**src/rtl/regfile_wb_scheduler.sv**
```systemverilog
// Arbitrates ALU and LSU writebacks onto the single register-file write port
// and tracks pending destination registers for decode's RAW-hazard stall.
module regfile_wb_scheduler #(
    parameter int XLEN     = 32,
    parameter int AW       = 5,
    parameter int MAX_WAIT = 3
) (
    input  logic            clk,
    input  logic            srst,
    input  logic            alu_valid,
    input  logic [AW-1:0]   alu_rd,
    input  logic [XLEN-1:0] alu_data,
    output logic            alu_ready,
    input  logic            lsu_valid,
    input  logic [AW-1:0]   lsu_rd,
    input  logic [XLEN-1:0] lsu_data,
    output logic            lsu_ready,
    input  logic            issue_valid,
    input  logic [AW-1:0]   issue_rd,
    input  logic [AW-1:0]   rs1,
    input  logic [AW-1:0]   rs2,
    output logic            rs1_busy,
    output logic            rs2_busy,
    output logic [AW-1:0]   rf_a3,
    output logic [XLEN-1:0] rf_wd3,
    output logic            rf_we3
);

    localparam int NREG = 2 ** AW;
    localparam logic [3:0] WAIT_LAST = 4'(MAX_WAIT - 1);

    typedef enum logic {LSU_PRI, ALU_PRI} state_t;

    state_t          state_q, state_d;
    logic [3:0]      wait_q, wait_d;
    logic            alu_gnt, lsu_gnt;
    logic            we_q, we_d;
    logic [AW-1:0]   a3_q, a3_d;
    logic [XLEN-1:0] wd_q, wd_d;
    logic [NREG-1:0] sb_q, sb_d;

    always_comb begin
        state_d = state_q;
        wait_d  = wait_q;
        alu_gnt = 1'b0;
        lsu_gnt = 1'b0;
        if (!srst) begin
            case (state_q)
                LSU_PRI: begin
                    if (lsu_valid) begin
                        lsu_gnt = 1'b1;
                        if (alu_valid) begin
                            if (wait_q != 4'hF) wait_d = wait_q + 4'd1;
                            // Third consecutive loss (MAX_WAIT=3) hands priority to the ALU.
                            if (wait_q >= WAIT_LAST) state_d = ALU_PRI;
                        end
                    end else if (alu_valid) begin
                        alu_gnt = 1'b1;
                        wait_d  = 4'd0;
                    end
                end
                ALU_PRI: begin
                    if (alu_valid) begin
                        alu_gnt = 1'b1;
                        wait_d  = 4'd0;
                        state_d = LSU_PRI;
                    end else if (lsu_valid) begin
                        lsu_gnt = 1'b1;
                    end
                end
                default: state_d = LSU_PRI;
            endcase
        end
    end

    assign alu_ready = alu_gnt;
    assign lsu_ready = lsu_gnt;

    always_comb begin
        we_d = (alu_gnt && (alu_rd != '0)) || (lsu_gnt && (lsu_rd != '0));
        a3_d = a3_q;
        wd_d = wd_q;
        if (we_d) begin
            a3_d = alu_gnt ? alu_rd : lsu_rd;
            wd_d = alu_gnt ? alu_data : lsu_data;
        end
    end

    // Clear for the retiring write first so a same-cycle issue (newer producer) wins.
    always_comb begin
        sb_d = sb_q;
        if (we_q) sb_d[a3_q] = 1'b0;
        if (issue_valid && (issue_rd != '0)) sb_d[issue_rd] = 1'b1;
        sb_d[0] = 1'b0;
    end

    always_ff @(posedge clk) begin
        if (srst) begin
            state_q <= LSU_PRI;
            wait_q  <= 4'd0;
            we_q    <= 1'b0;
            a3_q    <= '0;
            wd_q    <= '0;
            sb_q    <= '0;
        end else begin
            state_q <= state_d;
            wait_q  <= wait_d;
            we_q    <= we_d;
            a3_q    <= a3_d;
            wd_q    <= wd_d;
            sb_q    <= sb_d;
        end
    end

    assign rf_we3   = we_q;
    assign rf_a3    = a3_q;
    assign rf_wd3   = wd_q;
    assign rs1_busy = (rs1 != '0) && sb_q[rs1];
    assign rs2_busy = (rs2 != '0) && sb_q[rs2];

endmodule

```
**config.mk**
```make
export PLATFORM = sky130hd
export DESIGN_NAME = regfile_wb_scheduler
export DESIGN_NICKNAME = d
export VERILOG_FILES = /design/src/rtl/regfile_wb_scheduler.sv
export SDC_FILE = /design/constraint.sdc
export NUM_CORES = 1
export LEC_CHECK = 0
export CORE_MARGIN = 2
export CORE_UTILIZATION = 35
export CTS_BUF_LIST = sky130_fd_sc_hd__clkbuf_4 sky130_fd_sc_hd__clkbuf_8 sky130_fd_sc_hd__clkbuf_16
export CTS_CLUSTER_SIZE = 10
export DETAILED_ROUTE_END_ITERATION = 8
export PLACE_DENSITY = 0.63
export REMOVE_ABC_BUFFERS = 1
export SLEW_MARGIN = 20
export SYNTH_ARGS = -nofsm -noshare
export SYNTH_HDL_FRONTEND = slang
export SYNTH_SLANG_ARGS = --single-unit
```
**constraint.sdc**
```tcl
create_clock -name clk -period 3.5 [get_ports clk]
set_input_delay 0.875 -clock clk [delete_from_list [all_inputs] [get_ports clk]]
set_output_delay 0.875 -clock clk [all_outputs]
set_load 0.005 [all_outputs]
```
Word-level counts from Yosys, hierarchy flattened. Cells that the tools add are included.

Word-level logic and storage cells: 66. Bits in registers: 75. Input bits: 94.

Muxes and demuxes: 30. $add $sub $neg: 1. $lt $le $gt $ge: 7. Equal/unequal tests: 3. Reductions and logical operators: 14. Bitwise operators: 4.

Operator list (number): $mux W32 (3); $and A32 B32 Y32 (1); $not A32 Y32 (1); $or A32 B32 Y32 (1); $reduce_bool A5 Y1 (5); $lt A5 B6 Y1 const B (4); $mux W4 (4); $mux W1 (14); $bmux W1 S5 (2); $demux W1 S5 (2); $ge A5 B1 Y1 const B (2); $pmux W4 S2 (1); $logic_and A1 B1 Y1 (7); $ne A3 B3 Y1 const B (2); $pmux W1 S2 (3); $mux W5 (1); $add A4 B1 Y4 const B (1); $ge A4 B2 Y1 const B (1); $ne A4 B4 Y1 const B (1); $reduce_and A2 Y1 (1); $logic_or A1 B1 Y1 (1); $not A1 Y1 (1).

Logic depth before layout (Yosys ltp).
Depth in word-level cells: 9. Mapped depth: 7. Gate-level depth less buffers: 5.

Worst setup path after synthesis. OpenSTA, ideal clock, no wires.

Path kind: input to output. Start: input port rs2[1]. End: output port rs2_busy. Data arrival time: 2.313 ns. Path buffers: 1. Stages on the path: 4. Setup slack: 0.312 ns. Cells stage by stage: clkbuf_1 mux4_2 mux2_2 a311o_1.

Longest elaborated chain between the ends: 3.

Ends and longest elaborated chain: start: declaration (line 21) `input logic [AW-1:0] rs2,`; $bmux W1 S5 (line 119) `assign rs2_busy = (rs2 != '0) && sb_q[rs2];`; $mux W1 (implied by the code) (line 119); $logic_and A1 B1 Y1 * (line 119); end: declaration (line 23) `output logic rs2_busy,`.

Every way passes the cells marked *; elsewhere a longest branch is shown, timed or not. The select of a mux whose other input is x is not followed.

Worst setup path after layout.
Start: input port rs2[0]. End: output port rs2_busy.

The elaborated chain is that of the path after synthesis.

==> run metrics <==
CP Class input pin to primary output; TritonCTS buffer count 9; r2r startpoint state_q; Max Slew Vio Count 0; CP max stage cell mux4_2; first-pass GRT wire length 20700 um; crit end category primary output; Initial Util 0.363; Required @ worst endpoint about 2.6 ns; DRT iter0 DRCs 215; Unique masters post-synth 47; Std-Cell Rows 39; most frequent cells in the layout clkdlybuf4s50_1 (124), dfxtp_1 (74), nand2_1 (47); worst setup path startpoint rs2[0]; Slew headroom 0.487; Layout area overhead 41.9%; Setup-failing EPs final 0; met1 usage 0.260; Die Height 114 um; DRC 0; drt via density between 5 and 6; CORE AREA 0.0116 mm^2; initial antenna violation count 0; Worst Tran Pin Value 0.767 ns; Mapped Area 0.00420 mm^2; share of layout cells above drive strength 1 0.180; worst min-delay path class flop to flop; Ys Warns 0; placed cells 693; IO Pins 136; # clock sinks 74; RSZ-0062 raised after global routing false; Worst-path clk slew 0.05 ns; startpoint types input pin; design area 0.00595 mm^2; worst-path fanout max 5; die area about 0.013 mm^2; Placer Congestion 0.901; Leakage ~2.0 nW; CTS hold repair buffers 0; synth top area cells dfxtp_1 (35%), mux2i_1 (9.3%), a211oi_2 (8.9%), a211oi_1 (7.9%), mux4_2 (7.5%); FFs w/ async S/R, synth 0; Final #Nets ~660; met3 usage 0.0781; GRT overflow 0; Antenna Cells 0; Root Driver clkbuf_16; Via Count 4032; Layout Cells excl Fill 709; DRT Wirelength 13000 um; area share of the leading cell type in the synthesized netlist 0.353; crit path cell chain dlygate4sd2_1 -> buf_6 -> mux4_2 -> o22ai_1 -> a2111oi_2 -> a311o_1 -> clkdlybuf4s15_2; most common cell after layout, fill and taps aside clkdlybuf4s50_1; post-route minimum period roughly 3.4 ns; TritonCTS clock tree done; cell taking the most area after synthesis dfxtp_1; predominant post-synthesis flop cell dfxtp_1; max incr delay on CP 0.50 ns; final hold slack 0.505 ns; Setup TNS 0 ns; Final Hold Fails 0; largest net degree at the start of global routing 42; Fin Clk Skew 0.00304 ns; synthesized area per cell 9.76 um^2; ANT nets after route 0; DP HPWL between 9000 and 10000 um; WP data arrival ~2.5 ns; GR Util met2 0.317; first-pass iteration count of the detailed router 4; max cap viols 0; drt wl/cell 18.4 um; GRT busiest layer met2; Total Routing Usage GR 0.204; Seq/Total Area, Yosys 0.353; number of enable flip-flop cells after synthesis 0; Clock Latency Late Sink ~0.33 ns; I/O Buffers 135; Syn Inst Count 430; fmax just under 0.3 GHz; Peak supply drop 201 uV; number of synthesized register bits 74; Die Width between 100 and 150 um; Max Buffers Root-to-Sink 2; outcome completed; area post-placement roughly 0.0057 mm^2; H-tree levels 3; beginning of the worst hold path sb_q[8]; vias in the first global route between 4000 and 5000; PwrDens 376 mW/mm^2; post-route clock period utilization 0.974
-- where the power goes --
part	internal, W	switching (W)
combinational	0.000265	0.000203
sequential	0.000888	0.0000374
clock	0.000523	0.000322
total	0.00168	0.000563
-- synthesized netlist by cell type (all sizes together) (2+ instances only) --
cell type / instances
dfxtp: 74
mux2i: 39
or3b: 4
inv: 5
buf: 18
nor3b: 7
o21ai: 35
mux2: 3
nand3b: 5
or3: 2
and3: 4
ha: 2
a2111oi: 3
clkbuf: 21
mux4: 14
nor3: 4
nor4: 2
a211oi: 74
nor2: 9
nand3: 5
a31oi: 2
a21oi: 35
nand2: 47
-- through the flow --
stage | worst slack, ns | utilization | total power [W]
floorplan | -2.09 | - | 0.00112
global placement | -0.422 | 0.489 | 0.00140
detailed placement | -0.474 | 0.489 | 0.00141
CTS | 0.00346 | 0.514 | 0.00226
global route | 0.0286 | 0.515 | 0.00234
finish | 0.0906 | 0.515 | 0.00224
-- critical path, delay by kind of cell --
family | cells | cell delay (ns)
buffers and inverters | 3 | 0.55
AO/OA/AOI/OAI | 3 | 0.61
multiplexers | 1 | 0.50
-- layout make-up --
type                       count  area [um^2]
timing repair buffer         161         1530
clock buffer                  14          269
fill                        1043         5610
multi-input combinational    312         2480
tap                          143          179
sequential                    74         1480
inverter                       5         18.8
-- what timing repair did --
item                       in CTS  in global routing
setup endpoints to repair       2                  2
buffers inserted                2                  0
pin swaps                       2                  0
gates resized for setup        17                  7
-- metal layers --
layer	up-vias	wire (um)	share of wire
met4	0	174	0.013
met1	1901	5510	0.42
met5	-	0	0
met3	15	1520	0.12
li1	1905	-	-
met2	211	5820	0.45
-- sequential cells by signal (all words and copies together), names as in the netlist --
signal	flops
state_q	1
rf_wd3	32
rf_a3	5
rf_we3	1
wait_q	4
sb_q	31
-- cell families after synthesis --
logic type | synth area share
AO/OA/AOI/OAI | 0.281
AND/OR/NAND/NOR | 0.117
flip-flops | 0.353
multiplexers | 0.176
buffers and inverters | 0.0650
adder cells (fa/ha/maj) | 0.00596
XOR/XNOR | 0.00209
-- worst paths after layout --
kind / endpoint / slack (ns) / depth (start not counted)
setup / recovery: rs2_busy / 0.09 / 7
hold / removal: sb_q[8] / 0.50 / 2
setup reg to reg: rf_wd3[2] / 1.63 / 7
hold reg to reg: sb_q[8] / 0.50 / 2
No activity file was read; power rests on OpenSTA's default activity.
